$ cat src/rtl/fetch_redirect_unit.sv
// Fetch-side PC owner: turns redirect/stall/flush decisions into instruction-memory
// requests and the IF/ID register, buffering one in-flight fetch across stalls.
module fetch_redirect_unit #(
  parameter int              XLEN      = 32,
  parameter logic [XLEN-1:0] RESET_PC  = '0,
  parameter logic [31:0]     NOP_INSTR = 32'h0000_0013,
  parameter int              CNT_W     = 16
) (
  input  logic             clk,
  input  logic             reset,
  input  logic             PC_Mux,
  input  logic [1:0]       redirect_sel,
  input  logic             reset_IF_ID,
  input  logic             reset_ID_EX,
  input  logic [XLEN-1:0]  branch_target,
  input  logic [XLEN-1:0]  jalr_target,
  input  logic [XLEN-1:0]  jal_target,
  input  logic             stall,
  output logic             imem_en,
  output logic [XLEN-1:0]  imem_addr,
  input  logic [31:0]      imem_rdata,
  output logic [XLEN-1:0]  pc,
  output logic [31:0]      if_id_instr,
  output logic [XLEN-1:0]  if_id_pc,
  output logic             if_id_valid,
  output logic             id_ex_flush,
  output logic [CNT_W-1:0] redirect_count,
  output logic             sel_error
);

  typedef enum logic [0:0] {RUN, STALL} state_t;

  state_t            state_reg;
  logic [XLEN-1:0]   pc_reg;
  logic              inflight_reg;
  logic [XLEN-1:0]   inflight_pc_reg;
  logic              skid_valid_reg;
  logic [31:0]       skid_instr_reg;
  logic [XLEN-1:0]   skid_pc_reg;
  logic [31:0]       if_id_instr_reg;
  logic [XLEN-1:0]   if_id_pc_reg;
  logic              if_id_valid_reg;
  logic [CNT_W-1:0]  redirect_count_reg;
  logic              sel_error_reg;

  logic              redirect_taken;
  logic              load_skid;
  logic [XLEN-1:0]   target_next;

  assign redirect_taken = PC_Mux && (redirect_sel != 2'b11);
  // A valid skid entry only exists after a stall, so the STALL state qualifies it.
  assign load_skid      = (state_reg == STALL) && skid_valid_reg;

  always_comb begin
    target_next = pc_reg;
    case (redirect_sel)
      2'b00:   target_next = branch_target;
      2'b01:   target_next = jalr_target & ~XLEN'(1);
      2'b10:   target_next = jal_target;
      default: target_next = pc_reg;
    endcase
  end

  assign imem_en        = !reset && !redirect_taken && !stall;
  assign imem_addr      = pc_reg;
  assign pc             = pc_reg;
  assign id_ex_flush    = !reset && reset_ID_EX && redirect_taken;
  assign if_id_instr    = if_id_instr_reg;
  assign if_id_pc       = if_id_pc_reg;
  assign if_id_valid    = if_id_valid_reg;
  assign redirect_count = redirect_count_reg;
  assign sel_error      = sel_error_reg;

  always_ff @(posedge clk) begin
    if (reset) begin
      state_reg          <= RUN;
      pc_reg             <= RESET_PC;
      inflight_reg       <= 1'b0;
      inflight_pc_reg    <= '0;
      skid_valid_reg     <= 1'b0;
      skid_instr_reg     <= NOP_INSTR;
      skid_pc_reg        <= '0;
      if_id_valid_reg    <= 1'b0;
      if_id_instr_reg    <= NOP_INSTR;
      if_id_pc_reg       <= '0;
      redirect_count_reg <= '0;
      sel_error_reg      <= 1'b0;
    end else begin
      if (PC_Mux && (redirect_sel == 2'b11))
        sel_error_reg <= 1'b1;

      if (redirect_taken) begin
        // The fetch in flight and any skid entry belong to the wrong path.
        pc_reg         <= target_next;
        inflight_reg   <= 1'b0;
        skid_valid_reg <= 1'b0;
        state_reg      <= RUN;
        if (redirect_count_reg != '1)
          redirect_count_reg <= redirect_count_reg + CNT_W'(1);
        if (reset_IF_ID) begin
          if_id_valid_reg <= 1'b0;
          if_id_instr_reg <= NOP_INSTR;
        end
      end else if (stall) begin
        if (inflight_reg) begin
          skid_instr_reg <= imem_rdata;
          skid_pc_reg    <= inflight_pc_reg;
          skid_valid_reg <= 1'b1;
        end
        inflight_reg <= 1'b0;
        state_reg    <= STALL;
        if (reset_IF_ID) begin
          if_id_valid_reg <= 1'b0;
          if_id_instr_reg <= NOP_INSTR;
        end
      end else begin
        if (reset_IF_ID) begin
          if_id_valid_reg <= 1'b0;
          if_id_instr_reg <= NOP_INSTR;
        end else if (load_skid) begin
          if_id_valid_reg <= 1'b1;
          if_id_instr_reg <= skid_instr_reg;
          if_id_pc_reg    <= skid_pc_reg;
        end else if (inflight_reg) begin
          if_id_valid_reg <= 1'b1;
          if_id_instr_reg <= imem_rdata;
          if_id_pc_reg    <= inflight_pc_reg;
        end else begin
          if_id_valid_reg <= 1'b0;
          if_id_instr_reg <= NOP_INSTR;
        end
        skid_valid_reg  <= 1'b0;
        inflight_reg    <= 1'b1;
        inflight_pc_reg <= pc_reg;
        pc_reg          <= pc_reg + XLEN'(4);
        state_reg       <= RUN;
      end
    end
  end

endmodule

$ cat config.mk
export PLATFORM = sky130hd
export DESIGN_NAME = fetch_redirect_unit
export DESIGN_NICKNAME = d
export VERILOG_FILES = /design/src/rtl/fetch_redirect_unit.sv
export SDC_FILE = /design/constraint.sdc
export NUM_CORES = 1
export LEC_CHECK = 0
export CAP_MARGIN = 20
export CORE_MARGIN = 5
export CORE_UTILIZATION = 47
export CTS_BUF_LIST = sky130_fd_sc_hd__clkbuf_8
export DETAILED_ROUTE_END_ITERATION = 8
export GPL_ROUTABILITY_DRIVEN = 0
export PLACE_DENSITY = 0.9
export SYNTH_ARGS = -nofsm -noshare
export SYNTH_HDL_FRONTEND = slang
export SYNTH_SLANG_ARGS = --single-unit
$ cat constraint.sdc
create_clock -name clk -period 2.24 [get_ports clk]
set_input_delay 0.448 -clock clk [delete_from_list [all_inputs] [get_ports clk]]
set_output_delay 0.448 -clock clk [all_outputs]
set_load 0.05 [all_outputs]
* Yosys cells after proc, flatten, opt, wreduce, memory -nomap -nowiden
Cells that the tools add are included.
** Storage, ports and cells
- Register bits :: 213
- Input bits :: 136
- Output and inout bits :: 148
- Logic and storage cells :: 62
** Cells by class
- $add $sub $neg :: 2
- Equal/unequal tests :: 7
- Muxes and demuxes :: 19
- Bitwise gates (word level) :: 3
- Reductions and logical operators :: 19
** Operator list (number)
- 32-bit 2-to-1 mux :: 10
- 32-bit one-hot mux with 3 select lines :: 1
- 32-bit by 3-bit adder with 32-bit output (second input constant) :: 1
- 16-bit by 1-bit adder with 16-bit output (second input constant) :: 1
- 16-bit != test (second input constant) :: 1
- 1-bit 2-to-1 mux :: 8
- 1-bit logical AND :: 7
- 2-bit AND reduction :: 3
- 2-bit equality test (second input constant) :: 2
- 4-bit by 1-bit != test with 1-bit output (second input constant) :: 1
- 4-bit AND reduction :: 1
- 1-bit zero test :: 3
- 1-bit inverter :: 3
- 3-bit AND reduction :: 1
- 3-bit OR reduction :: 1
- 2-bit by 1-bit equality test with 1-bit output (second input constant) :: 1
- 2-bit zero test :: 1
- 2-bit by 1-bit != test with 1-bit output (second input constant) :: 1
- 2-bit != test (second input constant) :: 1
- 2-bit nonzero test :: 1
- 2-bit OR reduction :: 1

* Longest topological paths before layout
Gate-level depths: netlist of the first run.
- Depth after elaboration :: 5
- Depth in mapped cells :: 10
- Gate-level depth less buffers :: 7

* Worst setup path after synthesis of the first run
Ideal clock, no wire load.
- Kind :: input-to-output
- Start :: in redirect_sel[0]
- End :: out id_ex_flush
- Arrival time :: 2.499 ns
- Required time :: 1.792 ns
- Path slack :: -0.707 ns
- Cell stages on the path :: 6
- Path buffers :: 3
- Cells stage by stage :: ha_1 > nand2b_1 > clkbuf_1 > clkbuf_1 > clkbuf_1 > nor3b_1
** On the way
- Longest elaborated chain between the ends :: 3
** Ends and longest elaborated chain
- start: declaration :: line 12 : input logic [1:0] redirect_sel,
- 2-bit != test :: line 50 : assign redirect_taken = PC_Mux && (redirect_sel != 2'b11);
- 1-bit logical AND :: line 50
- 1-bit logical AND :: line 67 : assign id_ex_flush = !reset && reset_ID_EX && redirect_taken;
- end: declaration :: line 26 : output logic id_ex_flush,
Every way passes these cells.

* Worst setup path in the final report of the first run
- Start :: reg if_id_instr_reg[14] (netlist: if_id_instr[14])
- End :: out if_id_instr[14]
** RTL lines
- start: declaration :: line 40 : logic [31:0] if_id_instr_reg;
- start signal: assignment :: line 122 : if_id_instr_reg <= skid_instr_reg;
- start signal: assignment :: line 126 : if_id_instr_reg <= imem_rdata;
- end: declaration :: line 23 : output logic [31:0] if_id_instr,
No word-level cell between the ends.

==> results of run 1 <==
area by class of cell:
type,count,share of cell area [%]
Inverter,6,0.1641
Sequential cell,213,31.12
Multi-Input combinational cell,930,36.19
Tap cell,275,2.507
Timing Repair Buffer,356,25.10
Clock buffer,41,4.112
Clock inverter,17,0.8115
metal layers:
metal  global-route usage [%]  up-vias  routed length [um]
met3                    5.596       93                2644
met4                    11.14        0                1137
li1                         -     4994                   -
met5                        0        -                   0
met1                    32.00     4818               13120
met2                    41.95      492               15500
cell usage in the layout (no fill, tap or decap), types with 5 or more instances in the layout:
cell type        Yosys  layout
nand2_1            316     315
dfxtp_1            213     208
clkdlybuf4s50_1      0     201
a21oi_1            131     131
nor2_1             131     129
buf_4               32      86
a311oi_1            64      64
dlygate4sd2_1        0      48
nand3_1             48      47
a22oi_1             42      42
clkbuf_8             0      41
a211oi_1            20      20
o21ai_1             19      19
inv_1                6      15
nor3_1              15      14
buf_12               0      14
nand4_1             13      13
o21ai_0             11      11
o211ai_1             9       9
xor2_1               8       8
mux2i_1              8       8
and3_1               8       7
nor4_1               7       7
o22ai_1              7       7
nand3b_1             6       6
and4_1               6       6
a31oi_1              6       6
dlymetal6s2s_1       0       6
xnor2_1              5       5
dfxtp_2              0       5
path summary, 6_finish.rpt:
check,from,endpoint,slack [ns],cells after the start
worst min register to register,skid_pc_reg[27],skid_pc_reg[27],0.46,2
worst max register to register,imem_addr[4],imem_addr[27],0.20,5
worst max-delay path,if_id_instr[14],if_id_instr[14],0.06,1
worst min-delay path,reset,redirect_count[6],0.34,2
per-stage QoR:
step	utilization [%]	instance area [um^2]	hold WS, ns
4_1_cts	65.82	13700	0.3091
2_1_floorplan	-	9881	0.4366
3_3_place_gp	62.79	13070	0.4416
5_1_grt	65.91	13720	0.3246
6_report	65.91	13720	0.3353
3_5_place_dp	62.79	13070	0.4465
report_power, final:
group / switching, uW / internal (uW)
clock: 1550 / 1790
sequential: 136 / 3910
combinational: 1090 / 676
total: 2780 / 6380
kinds of logic (layout without fill, tap and decap cells):
group | Yosys count | in the layout | share of synthesized area, %
adder cells (fa/ha/maj) | 6 | 6 | 0.7613
XOR/XNOR | 13 | 13 | 1.155
multiplexers | 9 | 9 | 0.9263
flip-flops | 213 | 213 | 43.24
AND/OR/NAND/NOR | 581 | 581 | 25.86
buffers and inverters | 149 | 420 | 6.979
AO/OA/AOI/OAI | 321 | 321 | 21.08
what timing repair did:
| action | in CTS | in global routing |
|---|---|---|
| pin swaps | 1 | 0 |
| setup buffers | 1 | 0 |
| endpoints found under the setup margin | 48 | 7 |
| gates resized for setup | 50 | 7 |
| endpoints found under the hold margin | 0 | 0 |
==> results.py, run 1 <==
metrics = {
    "die": {
        "die_area_um2": 23980,
        "dieWidth_um": 154.8,
        "rows": 53,
        "io_pins": 284,
        "die_h_um": 154.8,
        "core_um2": 20820,
        "initial_core_util_pct": 47.36,
    },
    "clock_network": {
        "root_buffer": "clkbuf_8",
        "ctsHtreeMaxLevel": 2,
        "clkLatencyLatePin_ns": 0.53,
        "clk_pin_slew_ns": 0.06,
        "cts_tree": "done",
        "cts_sinks": 213,
        "postCtsHoldBufs": 0,
        "cts_buffers": 36,
        "clk_path_buf_depth": 3,
    },
    "placement": {
        "portBuffers": 282,
        "pre_cts_slack_ns": -0.3434,
        "dpl.hpwl_mm": 22.60,
        "dpl.cell_count": 1779,
    },
    "logic_synthesis": {
        "yosysTopAreaCell": "dfxtp_1",
        "yosys_warnings": 0,
        "synth_area_um2": 9861,
        "yosys-top-cells-area": "dfxtp_1, nand2_1, a21oi_1",
        "avgSynthCellArea_um2": 7.632,
        "synth_cells": 1292,
        "synth_enable_flop_cells": 0,
        "ys_top_cells_by_count": "nand2_1, dfxtp_1, a21oi_1, nor2_1, clkbuf_1",
        "synth.distinct_cells": 50,
        "synth.most_common_cell": "nand2_1",
        "synth_top_area_share_pct": 43.24,
        "seq_area_frac_synth_pct": 43.24,
        "synthesis.nets": 1434,
        "synth_flop_cell": "dfxtp_1",
        "synthArstFlopShare_pct": 0,
        "synth-seq-cells": 213,
    },
    "grt": {
        "grt_pass1_vias": 9732,
        "antenna_found_initial": 0,
        "track_usage_pct": 25.42,
        "grt_pass1_wl_mm": 50.25,
        "grt-ovfl-total": 0,
        "grt_max_degree": 91,
    },
    "final_layout": {
        "regArea_um2": 4270,
        "area_growth_pct": 39.17,
        "antenna_cells": 0,
        "drive_gt1_share_pct": 11.32,
        "fill_cells": 1683,
        "num-nets-final": 1685,
        "multi_input_area_um2": 4966,
        "fin_cells": 1838,
    },
    "timing": {
        "setup_viol": 0,
        "rsz0062_at_grt": "no",
        "fin_crit_ns": 2.184,
        "fmax_mhz": 457.9,
        "skew_ns": 0.02390,
        "max_slew_margin_pct": 53.49,
        "tightest_slew_ns": 0.6977,
        "post-route-period-util_pct": 97.50,
        "drv_slew": 0,
        "fin_tns_setup_ns": 0,
        "hold_viol_final": 0,
        "fin_ws_ns": 0.05600,
    },
    "status": {
        "status": "completed",
    },
    "power": {
        "p_per_area_nw_per_um2": 667.0,
        "total_power_uw": 9153,
        "p_leak_uw": 0.005075,
        "vdd_ir_drop_max_v": 0.0003531,
    },
    "routing": {
        "wl_per_cell_um": 17.63,
        "vias_per_cell": 5.657,
        "drcViolationCount": 0,
        "wl_mm": 32.40,
        "dr_total_vias": 10397,
        "firstDrtPassIters": 5,
        "drtAntennaViolNets": 0,
        "drtIter0Drc": 898,
    },
    "setup_path": {
        "required_ns": 1.79,
        "max_stage_delay_ns": 0.86,
        "crit_type": "register to primary output",
        "worstSetupEndpointType": "primary output",
        "cp_top_family": "buffers and inverters",
        "critPathLaunchType": "register",
        "critPathArrivalTime_ns": 1.74,
        "path_max_fanout": 2,
        "crit_buf_inv": 1,
        "crit_chain": "clkdlybuf4s50_1",
        "critPathSlowestCell": "clkdlybuf4s50_1",
    },
    "worst_hold_path": {
        "hold_path_class": "input port to register",
    },
    "job": {
        "drv_cap": 0,
    },
}
No activity file was read; power rests on OpenSTA's default activity.
==> run 2, diff against run 1 <==
==> constraint.sdc (replaced) <==
create_clock -name clk -period 2.74 [get_ports clk]
set_input_delay 0.548 -clock clk [delete_from_list [all_inputs] [get_ports clk]]
set_output_delay 0.548 -clock clk [all_outputs]
set_load 0.05 [all_outputs]
==> run 2 against run 1 <==
Compared with the run above:
- core utilization shrank 0.61 points
- clock skew grew 0.0021 ns
- setup slack gained 0.042 ns
- sequential cell count is the same
- design area shrank 0.93%
- wire length shrank 1.6%
==> results.py, run 2 (synthesis results as in run 1) <==
metrics = {
    "status": {
        "status": "completed",
    },
    "die": {
        "dieWidth_um": 154.8,
        "core_um2": 20820,
        "initial_core_util_pct": 47.36,
        "die_area_um2": 23980,
        "rows": 53,
        "die_h_um": 154.8,
        "io_pins": 284,
    },
    "routing": {
        "vias_per_cell": 5.675,
        "drtIter0Drc": 1088,
        "dr_total_vias": 10266,
        "drcViolationCount": 0,
        "wl_mm": 31.88,
        "firstDrtPassIters": 5,
        "drtAntennaViolNets": 0,
        "wl_per_cell_um": 17.62,
    },
    "setup_path": {
        "worstSetupStartpoint": "redirect_sel[1]",
        "path_max_fanout": 8,
        "required_ns": 2.19,
        "critPathLaunchType": "input port",
        "r2r_start": "imem_addr[2]",
        "critPathSlowestCell": "clkdlybuf4s50_1",
        "crit_chain": "clkdlybuf4s50_1 > ha_1 > nand2b_4 > nand2b_2 > nor2_1 > buf_12",
        "crit_type": "input port to primary output",
        "worstSetupEndpointType": "primary output",
        "critPathArrivalTime_ns": 2.09,
        "max_stage_delay_ns": 0.52,
    },
    "final_layout": {
        "final_common_cell": "nand2_1",
        "area_growth_pct": 37.88,
        "drive_gt1_share_pct": 7.432,
        "final_cell_mix": "nand2_1, clkdlybuf4s50_1, dfxtp_1",
        "design_area_um2": 13600,
        "num-nets-final": 1654,
        "antenna_cells": 0,
    },
    "clock_network": {
        "clk_path_buf_depth": 3,
        "cts_sinks": 213,
        "cts_buffers": 36,
        "postCtsHoldBufs": 0,
        "root_buffer": "clkbuf_8",
        "clk_pin_slew_ns": 0.06,
        "cts-resized-gates": 1,
        "post_cts_buffers": 0,
        "cts_tree": "done",
        "clkLatencyLatePin_ns": 0.53,
        "ctsHtreeMaxLevel": 2,
    },
    "timing": {
        "tightest_slew_ns": 0.7920,
        "fin_ws_ns": 0.09790,
        "whs_ns": 0.4536,
        "drv_slew": 0,
        "post-route-period-util_pct": 96.43,
        "setup_viol": 0,
        "fmax_mhz": 378.5,
        "hold_viol_final": 0,
        "fin_crit_ns": 2.642,
        "max_slew_margin_pct": 47.20,
        "rsz0062_at_grt": "no",
        "skew_ns": 0.02595,
    },
    "grt": {
        "antenna_found_initial": 0,
        "grt_pass1_wl_mm": 49.82,
        "grt_max_degree": 83,
        "grt-ovfl-total": 0,
        "grt_pass1_vias": 9724,
        "track_usage_pct": 25.04,
    },
    "placement": {
        "portBuffers": 282,
        "pre_cts_slack_ns": -0.1076,
        "dpl.hpwl_mm": 22.12,
        "placed_area_um2": 12860,
    },
    "worst_hold_path": {
        "hold_path_class": "register to register",
        "min_from": "skid_instr_reg[20]",
    },
    "power": {
        "p_leak_uw": 0.004578,
        "p_per_area_nw_per_um2": 562.4,
        "vdd_ir_drop_max_v": 0.0002737,
    },
    "job": {
        "drv_cap": 0,
    },
}
-- run 2: per-layer routing --
layer | share of wire [%] | vias to the layer above | wire length [um] | track usage (%)
met5 | 0 | - | 0 | 0
met4 | 2.8 | 0 | 896 | 8.663
met3 | 8.5 | 62 | 2709 | 5.596
met2 | 49 | 499 | 15520 | 42.28
met1 | 40 | 4772 | 12760 | 31.63
li1 | - | 4933 | - | -
-- run 2: worst max-delay path: cells and delay by family --
| kind | cells | cell delay, ns |
|---|---|---|
| adder cells (fa/ha/maj) | 1 | 0.24 |
| buffers and inverters | 2 | 0.69 |
| AND/OR/NAND/NOR | 3 | 0.61 |
-- run 2: final cells by class --
type / instances / area [um^2]
Timing Repair Buffer: 325 / 3279
Inverter: 6 / 22.52
Sequential cell: 213 / 4264
Clock inverter: 16 / 128.9
Clock buffer: 44 / 605.6
Fill cell: 1688 / 7227
Multi-Input combinational cell: 930 / 4951
Tap cell: 275 / 344.1
-- run 2: worst paths after layout --
path                            slack [ns]  cells after the start                  to
worst max-delay path                   0.1                      6             imem_en
worst max register to register        0.40                      6       imem_addr[18]
worst min register to register        0.45                      2  skid_instr_reg[20]
worst min-delay path                  0.45                      2  skid_instr_reg[20]
-- run 2: power by group --
group	leakage [uW]	switching, uW	internal, uW
clock network	0.000414	1260	1640
logic	0.00244	846	556
registers	0.00173	144	3190
-- run 2: through the flow --
| stage | setup TNS [ns] | utilization [%] | std cells | power, uW |
|---|---|---|---|---|
| 2_1_floorplan | 0 | - | 1292 | 4202 |
| 3_3_place_gp | -0.07747 | 61.74 | 1749 | 4768 |
| 3_5_place_dp | -1.752 | 61.74 | 1749 | 4796 |
| 4_1_cts | 0 | 65.29 | 1809 | 7697 |
| 5_1_grt | 0 | 65.29 | 1809 | 7941 |
| 6_report | 0 | 65.29 | 1809 | 7646 |
==> run 3, diff against run 2 <==
--- a/config.mk
+++ b/config.mk
@@ -6,9 +6,11 @@
 export NUM_CORES = 1
 export LEC_CHECK = 0
 export CAP_MARGIN = 20
+export CORE_ASPECT_RATIO = 0.5
 export CORE_MARGIN = 5
 export CORE_UTILIZATION = 47
 export CTS_BUF_LIST = sky130_fd_sc_hd__clkbuf_8
+export CTS_CLUSTER_DIAMETER = 80
 export DETAILED_ROUTE_END_ITERATION = 8
 export GPL_ROUTABILITY_DRIVEN = 0
 export PLACE_DENSITY = 0.9
==> run 3 against run 2 <==
Compared with the run above:
- total power down 2.5%
- combinational power about the same
- clock power fell by 7%
- critical endpoint is now pc[9]
- largest cell class unchanged
- highest routed layer unchanged
==> results.py, run 3 (synthesis results as in run 1) <==
metrics = {
    "status": {
        "status": "completed",
    },
    "setup_path": {
        "critPathLaunchType": "register",
        "path_max_fanout": 10,
        "worstSetupEndpointType": "primary output",
        "critPathArrivalTime_ns": 2.10,
        "max_stage_delay_ns": 0.92,
        "crit_type": "register to primary output",
        "worstSetupStartpoint": "imem_addr[9]",
        "required_ns": 2.19,
        "crit_chain": "clkdlybuf4s50_1",
        "cp.depth": 1,
        "r2r_end": "imem_addr[28]",
        "endpoint": "pc[9]",
        "cp_top_family": "buffers and inverters",
        "crit_buf_inv": 1,
        "rr_worst_depth": 5,
        "critPathSlowestCell": "clkdlybuf4s50_1",
        "ff2ff_setup_slack_ns": 0.40,
        "r2r_start": "imem_addr[9]",
    },
    "clock_network": {
        "cts_sinks": 213,
        "cts_tree": "done",
        "root_buffer": "clkbuf_8",
        "post_cts_buffers": 0,
        "clk_pin_slew_ns": 0.08,
        "clkLatencyLatePin_ns": 0.56,
        "cts_buffers": 30,
        "postCtsHoldBufs": 0,
        "ctsHtreeMaxLevel": 1,
        "clk_path_buf_depth": 3,
    },
    "die": {
        "die_h_um": 112.4,
        "core_um2": 20600,
        "io_pins": 284,
        "dieWidth_um": 214.8,
        "initial_core_util_pct": 47.87,
        "rows": 37,
        "die_area_um2": 24150,
    },
    "routing": {
        "firstDrtPassIters": 8,
        "vias_per_cell": 5.792,
        "dr_total_vias": 10437,
        "drtIter0Drc": 1244,
        "drcViolationCount": 0,
        "drtAntennaViolNets": 0,
        "wl_per_cell_um": 18.15,
        "wl_mm": 32.71,
    },
    "placement": {
        "dpl.cell_count": 1747,
        "pre_cts_slack_ns": -0.1047,
        "portBuffers": 282,
        "dpl.hpwl_mm": 22.98,
    },
    "grt": {
        "grt_pass1_wl_mm": 52.25,
        "grt-ovfl-total": 0,
        "antenna_found_initial": 0,
        "grt_max_degree": 96,
        "track_usage_pct": 25.47,
        "grt_pass1_vias": 10041,
    },
    "power": {
        "vdd_ir_drop_max_v": 0.0002907,
        "p_per_area_nw_per_um2": 551.9,
        "total_power_uw": 7456,
        "p_leak_uw": 0.004518,
    },
    "final_layout": {
        "num-nets-final": 1648,
        "regArea_um2": 4264,
        "fill_cells": 1650,
        "multi_input_area_um2": 4954,
        "area_growth_pct": 36.99,
        "final_common_cell": "nand2_1",
        "antenna_cells": 0,
        "fin_cells": 1802,
        "final_cell_mix": "nand2_1, clkdlybuf4s50_1, dfxtp_1",
        "drive_gt1_share_pct": 7.652,
    },
    "timing": {
        "fmax_mhz": 377.1,
        "rsz0062_at_grt": "no",
        "skew_ns": 0.01542,
        "setup_viol": 0,
        "drv_slew": 0,
        "max_slew_margin_pct": 48.58,
        "tightest_slew_ns": 0.7686,
        "post-route-period-util_pct": 96.77,
        "hold_viol_final": 0,
        "fin_ws_ns": 0.08847,
        "fin_crit_ns": 2.652,
    },
    "worst_hold_path": {
        "min_from": "skid_pc_reg[1]",
        "worstHoldPathCells": 2,
        "hold_path_class": "register to register",
    },
    "job": {
        "drv_cap": 0,
    },
}
==> run 3: what timing repair did <==
item | in CTS | in global routing
resized for setup | 1 | 1
endpoints found under the setup margin | 1 | 1
hold endpoints to repair | 0 | 0
gates cloned | 0 | 0
==> run 3: layer usage <==
| layer | wire length [um] | track usage, % | part of all wire (%) |
|---|---|---|---|
| met1 | 13510 | 33.35 | 41 |
| met2 | 15400 | 42.36 | 47 |
| met3 | 2777 | 4.446 | 8.5 |
| met4 | 1033 | 9.949 | 3.2 |
| met5 | 0 | 0 | 0 |
==> run 3: worst min path at each step <==
| stage | endpoint |
|---|---|
| after global routing | skid_pc_reg[14] |
| after detailed placement | skid_instr_reg[22] |
| after CTS | skid_pc_reg[12] |
| after floorplan | skid_instr_reg[10] |
| final | skid_pc_reg[1] |
| after global placement | skid_instr_reg[28] |
==> run 3: power breakdown <==
group	total [uW]	internal [uW]	leakage [uW]	switching, uW
Sequential	3330	3190	0.00173	143
Clock	2710	1460	0.000362	1250
Combinational	1410	552	0.00243	855
Total	7460	5210	0.00452	2250
==> run 3: tightest hold or removal path, stage by stage, from the launching register on <==
cell and delay (ns):
dfxtp_1 0.31, nand2_1 0.05, a21oi_1 0.05
==> run 3: layout make-up <==
cell class / count / share of cell area, %
multi-input combinational: 930 / 36.67
inverter: 6 / 0.1667
sequential: 213 / 31.57
tap: 273 / 2.529
timing repair buffer: 325 / 24.09
clock inverter: 13 / 0.6947
clock buffer: 42 / 4.279
==> run 3: through the flow <==
step / setup TNS, ns / utilization, % / hold WS [ns] / area [um^2]
after floorplan: 0 / - / 0.4366 / 9866
after global placement: -0.009444 / 62.27 / 0.4418 / 12830
after detailed placement: -2.002 / 62.27 / 0.4465 / 12830
after CTS: 0 / 65.56 / 0.4489 / 13510
after global routing: 0 / 65.57 / 0.4690 / 13510
final: 0 / 65.57 / 0.4541 / 13510
